===== src/rtl/snake_move_ctrl.sv =====
// Snake game-state controller: sequences idle/run/step/over, stores the body as a
// register array, advances it on game ticks and answers renderer occupancy queries.
module snake_move_ctrl #(
  parameter int GRID_COLS = 20,
  parameter int GRID_ROWS = 15,
  parameter int MAX_LEN   = 16
) (
  input  logic       i_Clk,
  input  logic       i_Rst_L,
  input  logic       i_Game_Tick,
  input  logic       i_Up,
  input  logic       i_Down,
  input  logic       i_Left,
  input  logic       i_Right,
  input  logic [4:0] i_Food_Col,
  input  logic [4:0] i_Food_Row,
  input  logic [4:0] i_Query_Col,
  input  logic [4:0] i_Query_Row,
  output logic       o_Query_Hit,
  output logic [4:0] o_Head_Col,
  output logic [4:0] o_Head_Row,
  output logic [4:0] o_Length,
  output logic       o_Food_Eaten,
  output logic       o_Game_Over,
  output logic [1:0] o_State
);

  typedef enum logic [1:0] {
    S_IDLE = 2'd0,
    S_RUN  = 2'd1,
    S_STEP = 2'd2,
    S_OVER = 2'd3
  } state_e;

  typedef enum logic [1:0] {
    D_UP    = 2'd0,
    D_DOWN  = 2'd1,
    D_LEFT  = 2'd2,
    D_RIGHT = 2'd3
  } dir_e;

  typedef struct packed {
    logic [4:0] col;
    logic [4:0] row;
  } cell_t;

  localparam logic [4:0] INIT_COL = 5'(GRID_COLS / 2);
  localparam logic [4:0] INIT_ROW = 5'(GRID_ROWS / 2);
  localparam logic [4:0] INIT_LEN = 5'd3;
  localparam logic [4:0] CAP_LEN  = 5'(MAX_LEN);

  function automatic cell_t init_cell(input int idx);
    cell_t c;
    c = '0;
    if (idx < 3) begin
      c.col = INIT_COL - 5'(idx);
      c.row = INIT_ROW;
    end
    return c;
  endfunction

  function automatic dir_e opposite(input dir_e d);
    dir_e o;
    unique case (d)
      D_UP:    o = D_DOWN;
      D_DOWN:  o = D_UP;
      D_LEFT:  o = D_RIGHT;
      default: o = D_LEFT;
    endcase
    return o;
  endfunction

  state_e              state_q, state_d;
  cell_t [MAX_LEN-1:0] seg_q, seg_d;
  logic [4:0]          len_q, len_d;
  dir_e                dir_q, dir_d;
  dir_e                pend_q, pend_d;
  logic                btn_q;
  logic                food_q, food_d;
  logic                hit_q, hit_d;

  logic       btn_any, any_press;
  dir_e       req_dir;
  logic [5:0] nxt_col, nxt_row;
  cell_t      nxt_cell, food_cell, query_cell;
  logic       wall_hit, self_hit, grow, collide;
  logic [4:0] chk_len;
  logic       do_move, load_init;

  assign btn_any   = i_Up | i_Down | i_Left | i_Right;
  assign any_press = btn_any & ~btn_q;

  // ---------------- FSM: state register ----------------
  always_ff @(posedge i_Clk or negedge i_Rst_L) begin
    if (!i_Rst_L) state_q <= S_IDLE;
    else          state_q <= state_d;
  end

  // ---------------- FSM: next state ----------------
  always_comb begin
    // NOTE: every always_comb output gets a default first so no path leaves it unassigned (no latch).
    state_d = state_q;
    unique case (state_q)
      S_IDLE:  if (any_press)   state_d = S_RUN;
      S_RUN:   if (i_Game_Tick) state_d = S_STEP;
      S_STEP:  state_d = collide ? S_OVER : S_RUN;
      default: if (any_press)   state_d = S_IDLE;
    endcase
  end

  // ---------------- FSM: outputs ----------------
  always_comb begin
    o_State     = state_q;
    o_Game_Over = (state_q == S_OVER);
    o_Head_Col  = seg_q[0].col;
    o_Head_Row  = seg_q[0].row;
    o_Length    = len_q;
  end

  assign o_Food_Eaten = food_q;
  assign o_Query_Hit  = hit_q;

  assign do_move   = (state_q == S_STEP) && !collide;
  assign load_init = (state_q == S_OVER) && any_press;

  // Direction arbitration: highest-priority held button, rejected if it reverses the last move.
  always_comb begin
    req_dir = D_RIGHT;
    if (i_Up)        req_dir = D_UP;
    else if (i_Down) req_dir = D_DOWN;
    else if (i_Left) req_dir = D_LEFT;

    pend_d = pend_q;
    if (load_init)
      pend_d = D_RIGHT;
    else if ((state_q == S_RUN) && btn_any && (req_dir != opposite(dir_q)))
      pend_d = req_dir;
  end

  // Next head carries one extra bit so a step off column/row 0 underflows past the limit.
  always_comb begin
    nxt_col = {1'b0, seg_q[0].col};
    nxt_row = {1'b0, seg_q[0].row};
    unique case (pend_q)
      D_UP:    nxt_row = nxt_row - 6'd1;
      D_DOWN:  nxt_row = nxt_row + 6'd1;
      D_LEFT:  nxt_col = nxt_col - 6'd1;
      default: nxt_col = nxt_col + 6'd1;
    endcase
  end

  assign nxt_cell   = {nxt_col[4:0], nxt_row[4:0]};
  assign food_cell  = {i_Food_Col, i_Food_Row};
  assign query_cell = {i_Query_Col, i_Query_Row};
  assign wall_hit   = (nxt_col >= 6'(GRID_COLS)) || (nxt_row >= 6'(GRID_ROWS));
  assign grow       = (nxt_cell == food_cell);

  // The tail cell only counts as an obstacle when it will not vacate (growth move).
  always_comb begin
    chk_len  = grow ? len_q : (len_q - 5'd1);
    self_hit = 1'b0;
    for (int i = 0; i < MAX_LEN; i++) begin
      if ((5'(i) < chk_len) && (seg_q[i] == nxt_cell)) self_hit = 1'b1;
    end
  end

  assign collide = wall_hit | self_hit;

  // Body, length and committed direction update.
  always_comb begin
    seg_d  = seg_q;
    len_d  = len_q;
    dir_d  = dir_q;
    food_d = 1'b0;
    if (load_init) begin
      for (int i = 0; i < MAX_LEN; i++) seg_d[i] = init_cell(i);
      len_d = INIT_LEN;
      dir_d = D_RIGHT;
    end else if (do_move) begin
      seg_d[0] = nxt_cell;
      for (int i = 1; i < MAX_LEN; i++) seg_d[i] = seg_q[i-1];
      dir_d  = pend_q;
      food_d = grow;
      if (grow && (len_q < CAP_LEN)) len_d = len_q + 5'd1;
    end
  end

  always_comb begin
    hit_d = 1'b0;
    for (int i = 0; i < MAX_LEN; i++) begin
      if ((5'(i) < len_q) && (seg_q[i] == query_cell)) hit_d = 1'b1;
    end
  end

  always_ff @(posedge i_Clk or negedge i_Rst_L) begin
    if (!i_Rst_L) begin
      // NOTE: the body array is reset, not just the length, because the init image must be visible at once.
      for (int i = 0; i < MAX_LEN; i++) seg_q[i] <= init_cell(i);
      len_q  <= INIT_LEN;
      dir_q  <= D_RIGHT;
      pend_q <= D_RIGHT;
      // Starting high means a button held through reset produces no press edge.
      btn_q  <= 1'b1;
      food_q <= 1'b0;
      hit_q  <= 1'b0;
    end else begin
      // NOTE: state registers use non-blocking assignment so every flop samples pre-edge values.
      seg_q  <= seg_d;
      len_q  <= len_d;
      dir_q  <= dir_d;
      pend_q <= pend_d;
      btn_q  <= btn_any;
      food_q <= food_d;
      hit_q  <= hit_d;
    end
  end

endmodule


===== config.mk =====
export PLATFORM = sky130hd
export DESIGN_NAME = snake_move_ctrl
export DESIGN_NICKNAME = d
export VERILOG_FILES = /design/src/rtl/snake_move_ctrl.sv
export SDC_FILE = /design/constraint.sdc
export NUM_CORES = 1
export LEC_CHECK = 0
export CORE_MARGIN = 2
export CORE_UTILIZATION = 64
export CTS_BUF_LIST = sky130_fd_sc_hd__clkbuf_4
export DETAILED_ROUTE_END_ITERATION = 10
export PLACE_DENSITY = 0.83
export SLEW_MARGIN = 25
export SYNTH_ARGS = -nofsm -noshare
export SYNTH_HDL_FRONTEND = slang
export SYNTH_SLANG_ARGS = --single-unit

===== constraint.sdc =====
create_clock -name i_Clk -period 6.82 [get_ports i_Clk]
set_input_delay 2.046 -clock i_Clk [delete_from_list [all_inputs] [get_ports i_Clk]]
set_output_delay 2.046 -clock i_Clk [all_outputs]
set_load 0.1 [all_outputs]

* Yosys cells after proc, flatten, opt, wreduce, memory -nomap -nowiden
Index checks and enable logic that the tools add are counted.
** Word-level totals
- Flip-flop bits (word level) :: 174
- Latch bits :: 0
- Bits in writable memories :: 0
- Bits in read-only memories :: 0
- Output and inout port bits :: 20
- Word-level logic and storage cells :: 234
- Memories :: 0
** Cells by class
- Add/subtract/negate cells :: 6
- Multiply operators :: 0
- Div/mod/pow operators :: 0
- Order comparisons :: 35
- Equal/unequal tests :: 43
- Shift-type cells :: 0
- Mux-type cells :: 56
- Bitwise gates (word level) :: 6
- Reduce and logical (&&, ||, !) cells :: 49
** Operators by type and width (number)
- $eq 10x10->1 :: 33
- $mux 160 :: 2
- $lt 4x5->1 const A :: 16
- $lt 3x5->1 const A :: 8
- $logic_and 1x1->1 :: 37
- $mux 1 :: 35
- $pmux 6 s2 :: 2
- $mux 2 :: 11
- $lt 1x5->1 const A :: 4
- $lt 2x5->1 const A :: 4
- $mux 5 :: 4
- $add 5x1->6 const B :: 2
- $pmux 2 s3 :: 2
- $sub 5x1->6 const B :: 2
- $eq 2x2->1 const B :: 4
- $eq 2x1->1 const B :: 3
- $ge 6x4->1 const B :: 1
- $ge 6x5->1 const B :: 1
- $logic_not 2->1 :: 3
- $reduce_bool 2->1 :: 3
- $add 5x1->5 const B :: 1
- $lt 5x5->1 const B :: 1
- $sub 5x1->5 const B :: 1
- $ne 2x2->1 const B :: 2
- other kinds (10) :: 13

* Longest topological paths before layout
- Depth in word-level cells :: 28
- Mapped depth :: 25
- Mapped depth without buffers :: 14

* Worst setup path before layout
OpenSTA, ideal clock, no wires.
- Path kind :: register -> register
- Start point :: register pend_q[1]
- End point :: register seg_q[81] (netlist name)
- Setup time :: 0.128 ns
- Data arrival time :: 5.782 ns
- Data required time :: 6.692 ns
- Setup slack :: 0.910 ns
- Cell stages (with the launch flop) :: 22
- Path buffers :: 9
- Cells stage by stage :: dfstp_2 -> buf_4 -> buf_2 -> buf_2 -> buf_2 -> clkbuf_1 -> clkbuf_1 -> nor2b_1 -> fa_1 -> mux2i_4 -> xnor2_1 -> nor4b_4 -> o211ai_4 -> nor3_4 -> mux2i_1 -> or4bb_1 -> a31oi_1 -> and4bb_4 -> buf_6 -> buf_6 -> buf_2 -> o21ai_0
** On the way
- Longest elaborated chain between the ends :: 27
- Elaborated cells between the ends (all ways) :: 79
- Classes of those cells :: order compare (18); eq/ne (19); mux (19); bitwise (1); reduce/logical (22)
** RTL lines
- start: declaration :: line 77 : dir_e pend_q, pend_d;
- start signal: assignment :: line 211 : pend_q <= pend_d;
- $eq 2x1->1 or $logic_not 2->1 (tied branches) :: line 144 : unique case (pend_q)
- $reduce_or 2->1 (no line)
- $pmux 6 s2 :: line 144
- $eq 10x10->1 :: line 156 : assign grow = (nxt_cell == food_cell);
- $mux 5 :: line 160 : chk_len = grow ? len_q : (len_q - 5'd1);
- $lt 1x5->1 :: line 163 : if ((5'(i) < chk_len) && (seg_q[i] == nxt_cell)) self_hit = 1'b1;
- $logic_and 1x1->1 :: line 163
- $mux 1 (16 in a row) :: line 163
- $or 1x1->1 (*) :: line 167 : assign collide = wall_hit | self_hit;
- $logic_not 1->1 (*) :: line 123 : assign do_move = (state_q == S_STEP) && !collide;
- $logic_and 1x1->1 (*) :: line 123
- $reduce_bool 2->1 (no line) (*)
- end signal: assignment :: line 208 : seg_q <= seg_d;
- end: declaration :: line 74 : cell_t [MAX_LEN-1:0] seg_q, seg_d;
Every way passes the cells marked *; elsewhere a longest branch is shown, timed or not.
A chain may end at the register's enable or synchronous reset.

* Final worst setup path
- Start point :: register pend_q[1]
- End point :: register len_q[4] (netlist: o_Length[4])
** On the way
- Longest elaborated chain between the ends :: 28
- Elaborated cells between the ends (all ways) :: 82
- Classes of those cells :: order compare (18); eq/ne (19); mux (19); bitwise (1); reduce/logical (25)
** RTL lines
- $eq 2x1->1 or $logic_not 2->1 (tied branches) :: line 144
- $reduce_or 2->1 (no line)
- $pmux 6 s2 :: line 144
- $eq 10x10->1 :: line 156
- $mux 5 :: line 160
- $lt 1x5->1 :: line 163
- $logic_and 1x1->1 :: line 163
- $mux 1 (16 in a row) :: line 163
- $or 1x1->1 :: line 167
- $logic_not 1->1 :: line 123
- $logic_and 1x1->1 :: line 123
- $reduce_bool 2->1 (no line)
- $reduce_and 2->1 (no line) (*)
- end signal: assignment :: line 209 : len_q <= len_d;
- end: declaration :: line 75 : logic [4:0] len_q, len_d;
Marked as above.

==> reports/metrics.yaml <==
yosys:
  avgSynthCellArea_um2: 8.335
  synth_top_area_cell: "dfrtp_1"
  synthTopCellsByArea: "dfrtp_1, xor2_1, xnor2_1"
  synth-edff-count: 0
  yosysMostFrequentCell: "nand2_1"
  syn_area_um2: 12610
  synthFlopType: "dfrtp_1"
  ys_warn_count: 0
  synth_fp_nets: 1553
  synth_top_area_share_pct: 30.36
  synth_commonest_cells: "nand2_1, xor2_1, xnor2_1"
  ys_ff_latch: 174
  yosysSeqAreaShare_pct: 34.74
  synth_cells: 1513
  synthDistinctLibCells: 70
  synthArstFlopShare_pct: 100.0
timing:
  skew_ns: 0.02147
  layout_setup_ws_ns: 0.9280
  slew_headroom_pct: 30.91
  min_period_ns: 5.892
  report.final.slew_viol_count: 0
  hold_viol_final: 0
  rsz0062_at_grt: "no"
  fin_tns_setup_ns: 0
  finalSetupViolCount: 0
  fmax_mhz: 169.7
  fin_crit_sh_pct: 86.39
  tightest_slew_ns: 1.027
global_routing:
  grt_usage_pct: 40.01
  grt.busiest_layer: "met2"
  grt-ovfl-total: 0
  grt_pass1_wl_um: 61980
  grt_pass1_vias: 10670
  grt_util_met3_pct: 11.16
  antenna_found_initial: 2
  grt_max_degree: 119
  use_met2_pct: 58.27
  gr-usage-met1_pct: 54.11
finish:
  final_cell_area_um2: 13440
  syn2layout_area_growth_pct: 6.548
  fill_cells: 1583
  final_util_pct: 69.27
  drive_gt1_share_pct: 7.651
  fin_nets: 1530
setup_path:
  worstSetupStartpointType: "register"
  crit_type: "register to register"
  worstPathRequired_ns: 7.33
  worstPathMaxFanout: 103
  worstPathArrival_ns: 6.40
  worstSetupEndpointType: "register"
floorplan:
  fp.coreArea_um2: 19400
  dieWidth_um: 144.4
  die_y_um: 144.4
  rows: 51
  initial_core_util_pct: 65.01
  die_area_um2: 20840
  io_pins: 47
min_path:
  hp-class: "register to register"
detailed_routing:
  drt_iter0_drc: 1584
  routedWlPerCell_um: 22.92
  vias: 11550
  antenna_left: 0
  via_per_inst: 6.528
  drt-pass1-iter-count: 6
  drc: 0
  wl_um: 40580
place:
  placed_cell_area_um2: 13130
  portBuffers: 46
  hpwlAfterDp_um: 27660
  pre_cts_slack_ns: 0.9368
  place.gp.congestion: 0.9579
clock_tree:
  cts_tree: "built"
  cts_buffers: 17
  clkLatencyLatePin_ns: 0.62
  ctsLongestPathBuffers: 2
  numClockSinks: 174
  cts_resized: 0
  cts-root-buf: "clkbuf_4"
  postCtsSetupBuffers: 0
  path_clk_slew_ns: 0.16
  cts_max_level: 4
  holdBufCountCts: 0
pwr:
  ir_worst_vdd_uv: 248.8
  p_leak_uw: 0.005579
  p_per_area_nw_per_um2: 425.1
  total_power_uw: 5712
job:
  maxCapViolCount: 0
outcome:
  run_status: "complete, no violations"
[sequential cells by signal (all words and copies together), names as in the netlist]
name	cells
o_State	2
o_Food_Eaten	1
dir_q	2
pend_q	2
o_Head_Col	5
btn_q	1
o_Length	5
o_Head_Row	5
seg_q	150
o_Query_Hit	1
[path summary, 6_finish.rpt]
path                            from           to  slack [ns]  cells past startpoint
max                        pend_q[1]  o_Length[4]        0.93                     14
max reg2reg                pend_q[1]  o_Length[4]        0.93                     14
min                        seg_q[12]    seg_q[22]        0.55                      2
min in group asynchronous    i_Rst_L   seg_q[110]        1.40                      1
max in group asynchronous    i_Rst_L    seg_q[41]        4.17                      2
min reg2reg                seg_q[12]    seg_q[22]        0.55                      2
[routing by layer]
metal | wire length, µm | vias to the layer above | share of wire [%]
met2 | 17410 | 811 | 43
met3 | 5112 | 212 | 13
met5 | 0 | - | 0
li1 | - | 5076 | -
met1 | 15600 | 5455 | 38
met4 | 2449 | 0 | 6.0
[metrics by stage]
stage / hold WS [ns] / cells
2_1_floorplan: 0.4821 / 1513
3_3_place_gp: 0.4979 / 1736
3_5_place_dp: 0.5052 / 1736
4_1_cts: 0.5411 / 1768
5_1_grt: 0.5592 / 1769
6_report: 0.5456 / 1770
[power breakdown]
group	internal, µW	total, µW	switching, µW
Sequential	1210	1520	304
Clock	266	672	407
Combinational	1240	3520	2290
[layout by cell type, fill, tap and decap left out, drive strengths merged, types with 15 or more instances in the layout]
| master | instances |
|---|---|
| buf | 40 |
| inv | 25 |
| nor2 | 37 |
| clkdlybuf4s50 | 45 |
| nand2 | 302 |
| a21oi | 46 |
| nand4 | 27 |
| nor4 | 38 |
| nand3 | 46 |
| xor2 | 161 |
| o21ai | 136 |
| dfstp | 21 |
| clkbuf | 19 |
| nor3 | 50 |
| dfrtp | 153 |
| xnor2 | 156 |
| a31oi | 15 |
[final cells by class]
| cell class | instances | area (µm²) | share of cell area, % |
|---|---|---|---|
| multi-input combinational | 1191 | 7556 | 56.23 |
| inverter | 21 | 78.83 | 0.5866 |
| antenna | 2 | 5.005 | 0.03725 |
| clock buffer | 19 | 142.6 | 1.062 |
| tap | 265 | 331.6 | 2.468 |
| timing repair buffer | 85 | 779.5 | 5.801 |
| clock inverter | 13 | 162.7 | 1.211 |
| sequential | 174 | 4380 | 32.60 |
[logic make-up after synthesis]
family / share of synthesized area, %
AO/OA/AOI/OAI: 12.88
buffers and inverters: 5.546
multiplexers: 1.935
flip-flops: 34.74
adder cells (fa/ha/maj): 1.409
AND/OR/NAND/NOR: 21.42
XOR/XNOR: 22.08
[critical path, cell delays in order (launching register included)]
cell,delay [ns]
dfstp_2,0.88
nor2b_1,0.44
ha_1,0.37
or3b_2,0.46
a31o_2,0.34
and2_1,0.53
xor2_1,0.26
nand3_1,0.10
nor4_1,0.89
a21oi_1,0.17
o2111ai_1,0.34
and4bb_4,0.33
buf_12,0.24
and2_1,0.21
a22o_1,0.19
Power figures use the tool's default switching activity.
